<file path="src/rtl/sram_pkg.sv">
// Shared definitions for the instruction-SRAM access path: default widths,
// requester ids and the read-return tag.
package sram_pkg;
  localparam int ADDR_WIDTH_DEF = 18;
  localparam int DATA_WIDTH_DEF = 32;

  localparam logic REQ_IF = 1'b0;
  localparam logic REQ_LD = 1'b1;

  typedef struct packed {
    logic valid;
    logic id;
  } rd_pend_t;
endpackage

</file>
<file path="src/rtl/rr_arb2.sv">
// Two-way round-robin picker with a bounded lock that lets m1 burst.
module rr_arb2
  import sram_pkg::*;
#(
  parameter int MAX_LOCK = 8
) (
  input  logic       clka,
  input  logic       rst,
  input  logic       req0,
  input  logic       req1,
  input  logic       lock1,
  output logic [1:0] gnt
);
  localparam int CW = $clog2(MAX_LOCK + 1);

  logic          last_q, last_d;
  logic [CW-1:0] lock_cnt_q, lock_cnt_d;
  logic          locked_q, locked_d;
  logic          hold;

  always_comb begin
    hold = locked_q && (lock_cnt_q < CW'(MAX_LOCK));
    gnt  = 2'b00;
    if (!rst) begin
      if (req0 && req1) begin
        if (hold || (last_q == REQ_IF)) gnt = 2'b10;
        else                            gnt = 2'b01;
      end else if (req0) begin
        gnt = 2'b01;
      end else if (req1) begin
        gnt = 2'b10;
      end
    end

    last_d = last_q;
    if (gnt[0])      last_d = REQ_IF;
    else if (gnt[1]) last_d = REQ_LD;

    // The count only measures how long m0 has been kept waiting; it saturates.
    lock_cnt_d = lock_cnt_q;
    if (gnt[0] || !req0)
      lock_cnt_d = '0;
    else if (gnt[1] && (lock_cnt_q < CW'(MAX_LOCK)))
      lock_cnt_d = lock_cnt_q + CW'(1);

    locked_d = gnt[1] && lock1;
  end

  always_ff @(posedge clka) begin
    if (rst) begin
      last_q     <= REQ_LD;
      lock_cnt_q <= '0;
      locked_q   <= 1'b0;
    end else begin
      last_q     <= last_d;
      lock_cnt_q <= lock_cnt_d;
      locked_q   <= locked_d;
    end
  end
endmodule

</file>
<file path="src/rtl/inst_ram_arbiter.sv">
// Shares the single-port instruction SRAM between fetch (m0) and loader (m1):
// request mux towards the SRAM and read-data return tagging.
module inst_ram_arbiter
  import sram_pkg::*;
#(
  parameter int ADDR_WIDTH = ADDR_WIDTH_DEF,
  parameter int DATA_WIDTH = DATA_WIDTH_DEF,
  parameter int MAX_LOCK   = 8
) (
  input  logic                    clka,
  input  logic                    rst,
  input  logic                    m0_req,
  input  logic [DATA_WIDTH/8-1:0] m0_we,
  input  logic [ADDR_WIDTH-1:0]   m0_addr,
  input  logic [DATA_WIDTH-1:0]   m0_wdata,
  input  logic                    m1_req,
  input  logic [DATA_WIDTH/8-1:0] m1_we,
  input  logic [ADDR_WIDTH-1:0]   m1_addr,
  input  logic [DATA_WIDTH-1:0]   m1_wdata,
  input  logic                    m1_lock,
  output logic                    m0_gnt,
  output logic                    m1_gnt,
  output logic                    m0_rvalid,
  output logic                    m1_rvalid,
  output logic [DATA_WIDTH-1:0]   m0_rdata,
  output logic [DATA_WIDTH-1:0]   m1_rdata,
  output logic                    ram_en,
  output logic [DATA_WIDTH/8-1:0] ram_we,
  output logic [ADDR_WIDTH-1:0]   ram_addr,
  output logic [DATA_WIDTH-1:0]   ram_wdata,
  input  logic [DATA_WIDTH-1:0]   ram_rdata
);
  logic [1:0]            gnt;
  logic [ADDR_WIDTH-1:0] addr_q, addr_d;
  logic [DATA_WIDTH-1:0] wdata_q, wdata_d;
  rd_pend_t              rd_pend_q, rd_pend_d;

  rr_arb2 #(.MAX_LOCK(MAX_LOCK)) u_arb (
    .clka  (clka),
    .rst   (rst),
    .req0  (m0_req),
    .req1  (m1_req),
    .lock1 (m1_lock),
    .gnt   (gnt)
  );

  assign m0_gnt = gnt[0];
  assign m1_gnt = gnt[1];

  always_comb begin
    ram_we  = '0;
    addr_d  = addr_q;
    wdata_d = wdata_q;
    if (gnt[0]) begin
      ram_we  = m0_we;
      addr_d  = m0_addr;
      wdata_d = m0_wdata;
    end else if (gnt[1]) begin
      ram_we  = m1_we;
      addr_d  = m1_addr;
      wdata_d = m1_wdata;
    end
    rd_pend_d.valid = (|gnt) && (ram_we == '0);
    rd_pend_d.id    = gnt[1] ? REQ_LD : REQ_IF;
  end

  // Idle cycles replay the last address/data so the SRAM pins never go X.
  assign ram_en    = |gnt;
  assign ram_addr  = addr_d;
  assign ram_wdata = wdata_d;

  always_ff @(posedge clka) begin
    if (rst) begin
      rd_pend_q <= '0;
      addr_q    <= '0;
      wdata_q   <= '0;
    end else begin
      rd_pend_q <= rd_pend_d;
      addr_q    <= addr_d;
      wdata_q   <= wdata_d;
    end
  end

  // Reset also swallows a return already in flight.
  assign m0_rvalid = rd_pend_q.valid && (rd_pend_q.id == REQ_IF) && !rst;
  assign m1_rvalid = rd_pend_q.valid && (rd_pend_q.id == REQ_LD) && !rst;
  assign m0_rdata  = ram_rdata;
  assign m1_rdata  = ram_rdata;
endmodule
</file>
<file path="config.mk">
export PLATFORM = sky130hd
export DESIGN_NAME = inst_ram_arbiter
export DESIGN_NICKNAME = d
export VERILOG_FILES = /design/src/rtl/sram_pkg.sv /design/src/rtl/rr_arb2.sv /design/src/rtl/inst_ram_arbiter.sv
export SDC_FILE = /design/constraint.sdc
export NUM_CORES = 1
export LEC_CHECK = 0
export CAP_MARGIN = 5
export CORE_MARGIN = 2
export CORE_UTILIZATION = 35
export CTS_CLUSTER_DIAMETER = 60
export CTS_CLUSTER_SIZE = 30
export DETAILED_ROUTE_END_ITERATION = 8
export PLACE_DENSITY = 0.78
export RECOVER_POWER = 100
export SLEW_MARGIN = 0
export SYNTH_ARGS = -nofsm -noshare
export SYNTH_HDL_FRONTEND = slang
export SYNTH_SLANG_ARGS = --single-unit
export TNS_END_PERCENT = 50
</file>
<file path="constraint.sdc">
create_clock -name clka -period 1.8 [get_ports clka]
set_clock_uncertainty 0.15 [all_clocks]
set_input_delay 0.36 -clock clka [delete_from_list [all_inputs] [get_ports clka]]
set_output_delay 0.36 -clock clka [all_outputs]
set_load 0.01 [all_outputs]
</file>
==> results of run 1 <==
-- worst max-delay path by stage --
stage	cells after the start	start	slack [ns]	end
6_report	9	u_arb.lock_cnt_q[3]	-0.60	ram_wdata[15]
5_1_grt	10	u_arb.locked_q	-0.67	ram_wdata[15]
4_1_cts	10	u_arb.locked_q	-0.61	ram_wdata[1]
3_5_place_dp	7	m1_req	-1.11	ram_wdata[13]
3_3_place_gp	7	m1_req	-1.05	ram_addr[14]
2_1_floorplan	6	rst	-0.02	ram_addr[0]
-- Yosys cell counts (all sizes together), types with 2 or more instances --
cell type	number	area, um2
buf	93	653
nand2	102	383
clkbuf	5	18.8
a31oi	50	313
nor2	54	203
o21ai	4	23.8
nor3	2	10.0
nor2b	2	17.5
nand2b	3	26.3
a21oi	3	15.0
a22o	4	35.0
dfxtp	58	1160
inv	4	15.0
a311oi	50	626
-- power by group --
group / leakage, nW / switching, mW / internal, mW
clock: 0.0962 / 0.521 / 0.667
combinational: 2.63 / 0.830 / 1.08
sequential: 0.480 / 0.0494 / 1.39
total: 3.21 / 1.40 / 3.13
-- through the flow --
stage	instance area, um2	util (%)	hold WS, ns
2_1_floorplan	3620	-	0.308
3_3_place_gp	6080	59.7	0.321
3_5_place_dp	6080	59.7	0.334
4_1_cts	7320	71.9	0.335
5_1_grt	7790	76.5	0.355
6_report	7790	76.5	0.331
-- timing repair --
item	CTS	global route
resized for setup	369	112
hold buffers	0	0
endpoints found under the setup margin	109	106
setup buffers	44	8
cloned	18	0
pin swaps	35	50
-- kinds of logic after synthesis --
kind of cell,Yosys count,synth area share [%]
simple gates,172,19.4
compound gates,115,29.3
buf+inv,102,19.0
flops,58,32.1
fa+ha+maj,1,0.345
-- state kept, by name (all words and copies together), names as in the netlist --
register and cells:
addr_q 18, wdata_q 32, rd_pend_q 2, u_arb.last_q 1, u_arb.locked_q 1, u_arb.lock_cnt_q 4
-- layout make-up --
class                           count  area [um2]  area share, %
Clock inverter                      3        40.0          0.514
Inverter                            4        20.0          0.257
Multi-Input combinational cell    288        2520           32.3
Timing Repair Buffer              386        3730           47.9
Sequential cell                    58        1170           15.0
Tap cell                          136         170           2.18
Clock buffer                       12         145           1.86
-- routing by layer --
metal	GRT usage (%)	part of all wire [%]	vias to the layer above
met4	11.9	3.1	0
li1	-	-	2150
met3	6.99	6.6	45
met2	55.6	54	240
met5	0	0	-
met1	31.9	36	2306
-- worst min-delay path: cells and delay by family, from the launching register on --
kind / cells / cell delay [ns]
and+or+nand+nor: 1 / 0.06
AOI/OAI and AO/OA: 1 / 0.07
DFF: 1 / 0.31
==> out/summary.md, run 1 <==
In this run the power density over the cells is 582 nW/um2. The number of maximum-capacitance constraint violations was 0. TritonCTS built the clock tree.

The worst-path maximum fanout is 7. The logs give 0 for the final count of hold timing violations and -28.49 ns for the summed negative setup slack over all endpoints. The sum of overflow across all layers after global routing is 0.

Data required time of the worst path: 1.29 ns. In this run the critical register-to-register path is captured at wdata_q[14]. The worst pin sits at a relative slew slack of 75.2%.

After detailed placement, the design holds a cell count of 814. In this run the register-to-register setup slack is -0.05 ns. The die is 106 um wide.

The worst-case hold path end point was addr_q[15]. The reg-to-reg critical path startpoint was u_arb.lock_cnt_q[3]. The average wire per standard cell works out to 19.9 um. Yosys mapped a number of flops with a built-in enable equal to 0.

268 I/O pins were placed. The clock passes through at most 2 buffers. The top cell types in the final layout, fill and taps aside, are buf_4 (147), clkdlybuf4s50_1 (109), dfxtp_1 (55), nand2_1 (53), buf_2 (45).

Setup repair after global routing could not meet its margin everywhere. The number of cells traversed by the worst hold path was 2. After detailed routing, the number of vias per cell comes to 5.34.

Compared with the post-synthesis result, the final layout area differs by 115%. Based on the critical path, the design can be clocked at up to 417 MHz. For the sink count of the clock tree, the log shows 58.

The worst setup path category was reg2out. The transition time at the pin with the least slew margin came out at 0.372 ns. The post-layout worst setup margin is -0.598 ns, and the layout net count is 893.

After clock tree synthesis, the clock-pin slew on the worst setup and hold paths is 0.07 ns. The number of antenna violations at the first check in global routing was 0; the buffers plus inverters on the worst setup path was 6. Wires add up to 17,600 um. Setup violations remaining at the end of the flow were counted as 68. For this configuration, the core starts out at a cell density of 35.6%. The logs give 0 for the final count of pins violating max slew and 448 for the synthesized instance count. The worst register-to-register path has a depth of 7. Entering global routing, the biggest net connects 34 pins. In the finished design, the share of the clock period the worst path needs comes to 133%. Routability-driven placement finished with a final weighted congestion of 0.819. The cell type of the slowest stage on the worst timing path is dfxtp_2. Synthesis instantiated 34 different standard cells from the library. The most common cell after layout, fill and taps aside was buf_4. Global routing used 29.7% of the available tracks. The tools report the half-perimeter wire length after detailed placement as 9340 um. The biggest cell delay along the critical path is 0.34 ns, and the final period demand of the worst path is 2.40 ns.

In this run the static leakage power is 3.21 nW. The height of the die was 106 um; the overall die area was 11,200 um2. In this run the worst hold path is classified as reg2reg. The worst path arrival time was 1.89 ns; the average size of a mapped cell was 8.09 um2.

Number of routed nets with antenna violations: 0. The most used flip-flop cell after synthesis is dfxtp_1. Walking the worst path, the cells encountered are nand2b_4 -> o211ai_4 -> buf_6 -> buf_8 -> buf_12 -> buf_16 -> buf_4 -> a31oi_4 -> buf_2. In this run, CTS created clock tree buffers numbering 9.

The floorplan has 37 rows. Detailed routing inserted a total of 4,741 vias. At the later pin of the worst-skew pair, clock insertion delay measures 0.33 ns. STA classifies the critical path endpoint as an output pin. The worst hold path begins at addr_q[15]. The run finished, with violations left. The area of the core region came out at 10,200 um2. The root buffer cell was clkbuf_8.

The number of nets handed over by synthesis was 594. The cell area after technology mapping is 3620 um2. For this run, the number of Yosys warnings is 0. For the number of global-route vias before repair, the log shows 5,187. The global-route wire length before repair came out at 26,200 um.

Total power for the finished layout comes to 4.53 mW. Startpoint class of the critical path: a flip-flop. The setup slack after placement came out at -1.11 ns. 0 antenna diodes ended up in the layout. The final reports fail on negative setup slack. For the detailed router's first-iteration violation count, the log shows 214. In this design, the largest share of critical-path delay is due to buffers and inverters. The count of buffers added on input and output ports is 171.

For the count of non-filler cells in the finished layout, the log shows 887. VDD sags by at most 0.457 mV. Number of detailed-route iterations in the first pass: 4. The filler cells instantiated in the layout total 671. The share of synthesized area occupied by flip-flops and latches was 32.1%; the proportion of register bits with asynchronous set or reset after synthesis was 0%. In the final layout, the share of cells above drive strength 1 is 58.3%. The CTS H-tree depth was 3; the count of state elements after synthesis was 58. In the routed design, unresolved DRC markers number 0.
No activity file was read; power rests on OpenSTA's default activity.
==> run 2: changes to the inputs <==
CORE_AREA = 2 2 104 106   (was default)
CORE_MARGIN = default   (was 2)
CORE_UTILIZATION = default   (was 35)
DIE_AREA = 0 0 106 108   (was default)
DONT_BUFFER_PORTS = 1   (was default)
PLACE_DENSITY = 0.47   (was 0.78)
clock period = 2.2 ns   (was 1.8 ns; I/O delays follow)
==> run 2 against run 1 <==
Combinational power decreased by 59%. Via count decreased by 34%. Global-route usage decreased by 12 points. Highest routed layer unchanged. The run still ends with negative setup slack left. Total power decreased by 36%. Count of clock-buffer cells in the layout unchanged. First-iteration DRC count decreased by 22%. Setup slack improved by 0.45 ns.
==> out/summary.md, run 2 (synthesis gave the netlist of run 1 again) <==
The top register by number of flip-flops is wdata_q. In the finished design, the share of the clock period the worst path needs comes to 107%. The sink count of the clock tree came out at 58 (unchanged). The post-layout worst setup margin is -0.144 ns (+0.454 ns), and the power share of the sequential group is 40.1% (+8.4 points). The logs give 0 (unchanged) for the final count of hold timing violations and 10,600 um (-40%) for the aggregate routed wire length. The path type of the worst min-delay path is in2reg. The library cell used most frequently in the layout, excluding fill and tap cells, is nand2_1. The total vias in the final route is 3,143 (-34%). The root buffer cell was clkbuf_8.

Count of non-filler cells in the finished layout: 550 (-38%). The worst-path maximum fanout came out at 14 (+7). For the finished layout, the period the worst path requires is 2.34 ns. Setup repair after global routing could not meet its margin everywhere.

The average wire per standard cell is 19.3 um (-3.0%). For the DRC violations left, the log shows 0 (unchanged). The tools report the clock network fraction of design power as 32.6% (+6.4 points). Layer with the highest usage after global routing: met2.

The library cells used most frequently in the layout, excluding fill and tap cells, are nand2_1 (98), dfxtp_1 (55), nor2_1 (38), a31oi_2 (35), a311oi_2 (30). The cell type of the slowest stage on the worst timing path was dfxtp_2. The maximum clock frequency was 427 MHz; the switching fraction of total power was 31.2% (+0.32 points). The CTS H-tree depth is 3 (unchanged), and the total placed cells including tap cells is 504 (-38%).

The worst setup path is captured at an output pin. The logs give 9 (unchanged) for the CTS buffer count and 3,002 (-42%) for the number of global-route vias before repair. The critical path in this run is classified as reg2out. The data required time of the worst path was 1.61 ns (+0.32 ns); the fraction of met1 tracks used by global routing was 20.1% (-12 points). For the number of setup violations in the final report, the log shows 54 (-21%). The worst path arrival time was 1.75 ns (-0.14 ns); the height of the die was 108 um (+2.1%). The logs give 0 (unchanged) for the number of routed nets with antenna violations and 37 (unchanged) for the floorplan row count. The via density per instance is 5.71 (+6.9%), and the area growth from synthesis to layout is 23.9%. For the cell internal power dissipation, the log shows 1.98 mW (-37%). The layout net count is 555 (-38%), and the number of maximum-capacitance constraint violations is 0 (unchanged). The number of detailed-route iterations in the first pass came out at 4 (unchanged). The total net switching power was 900 uW (-36%). The effective utilization at floorplan was 35.4% (-0.16 points); the x dimension of the die was 106 um (+0.26%).

The area of the core region was 10,200 um2 (+0.45%); the global-route wire length before repair was 15,400 um (-41%). The summed negative setup slack over all endpoints is -4.28 ns (+24.22 ns), and the buffers plus inverters on the worst setup path is 3 (-3). The top-level I/O count was 268 (unchanged); the worst slack on hold paths was 0.0228 ns (-0.308 ns). The tools report the detailed router's first-iteration violation count as 166 (-22%). Number of flip-flops in the largest register: 32 (unchanged). The run gives 0.278 mV (-39%) as the largest vdd supply drop. The cell repeated most along the worst path is buf_12. The half-perimeter wire length after detailed placement was 5970 um (-36%). The run gives 69.5% (-5.7 points) as the worst slew slack as a fraction of its limit. The met2 usage came out at 30.3% (-25 points).

The static leakage is 1.51 nW (-53%), and the power density over the cells is 642 nW/um2 (+10%). For the global routing met3 resource utilization, the log shows 5.36% (-1.6 points). The final count of pins violating max slew is 0 (unchanged), and the overall die area is 11,400 um2 (+2.4%).

The logs give 0.34 ns (about the same) for the clock insertion delay at the later pin of the skew report and 0.717 (-12%) for the routability congestion estimate from global placement. The biggest cell delay along the critical path was 0.34 ns (about the same); the logic gate share of total power was 27.3% (-15 points). The cell family contributing the most delay on the critical path is buffers and inverters. Setup slack after placement: 0.0463 ns (+1.16 ns). The number of buffers on the longest clock path came out at 2 (unchanged).

Antenna diode instance count: 0 (unchanged). The run gives 0 (unchanged) as the number of antenna violations at the first check in global routing. Startpoint class of the critical path: a flip-flop. The layout cell share with drive strength beyond 1 was 40.3% (-18 points); the sum of overflow across all layers after global routing was 0 (unchanged). TritonCTS built the clock tree.

The signal on the critical path passes through nand2b_4 -> o211ai_4 -> buf_12 -> buf_12 -> buf_16 -> nor2_1 -> a31oi_2. The largest registers in the layout are wdata_q x32, addr_q x18, u_arb.lock_cnt_q x4. The transition time at the pin with the least slew margin is 0.456 ns (+0.0833 ns). The final reports fail on negative setup slack. The run finished, with violations left. The clock transition at the registers of the reported paths was 0.07 ns (about the same); the total global routing track utilization was 17.2% (-12 points). The tools report the maximum number of pins on one net before global-route repair as 42 (+24%). The number of buffers inserted by port buffering came out at 0 (-100%).
[run 2: cell count changes in the layout (fill, tap and decap cells not counted), sizes merged]
| cell | delta |
|---|---|
| buf | -230 |
| clkdlybuf4s50 | -109 |
| dlygate4sd3 | +5 |
| dlygate4sd2 | -3 |
| clkdlybuf4s15 | -2 |
| clkinvlp | +2 |
| bufbuf | +1 |
| bufinv | -1 |
[run 2: power groups by stage]
| stage | sequential, mW | clock [mW] | combinational (mW) |
|---|---|---|---|
| 4_1_cts | 1.16 | 0.986 | 0.718 |
| 2_1_floorplan | 1.17 | 0 | 0.563 |
| 3_3_place_gp | 1.18 | 0 | 0.524 |
| 5_1_grt | 1.16 | 1.04 | 0.844 |
| 3_5_place_dp | 1.18 | 0 | 0.527 |
| 6_report | 1.16 | 0.940 | 0.787 |
[run 2: repair_timing]
action	4_1_cts	5_1_grt
pin swaps	5	6
endpoints found under the setup margin	54	54
hold endpoints to repair	7	7
buffers inserted	7	10
hold buffers	4	1
gates resized for setup	87	23
gates cloned	6	2
[run 2: worst paths after layout]
path	cells after the start	start	end	slack, ns
worst max-delay path	7	u_arb.lock_cnt_q[3]	ram_addr[15]	-0.14
worst min-delay path	1	rst	addr_q[6]	0.02
worst max register to register	7	u_arb.lock_cnt_q[3]	addr_q[0]	0.49
worst min register to register	2	u_arb.lock_cnt_q[2]	u_arb.lock_cnt_q[2]	0.35
[run 2: through the flow]
step / area, um2 / total power [mW] / utilization, %
global route: 4490 / 3.04 / 43.9
floorplan: 3620 / 1.74 / -
global placement: 3330 / 1.70 / 32.5
finish: 4490 / 2.88 / 43.9
detailed placement: 3330 / 1.71 / 32.5
CTS: 4230 / 2.86 / 41.3
[run 2: routing by layer]
| metal | up-vias | routed length, um | share of wire [%] |
|---|---|---|---|
| li1 | 1467 | - | - |
| met1 | 1506 | 4310 | 41 |
| met2 | 152 | 5400 | 51 |
| met3 | 18 | 750 | 7.1 |
| met4 | 0 | 142 | 1.3 |
| met5 | - | 0 | 0 |
[run 2: cell type report]
cell class	count	area [um2]
fillers	1020	5740
multi-input cells	288	2240
flip-flops and latches	58	1160
repair buffers	48	697
well taps	136	170
clock buffers	12	165
clock inverters	4	25.0
inverters	4	22.5
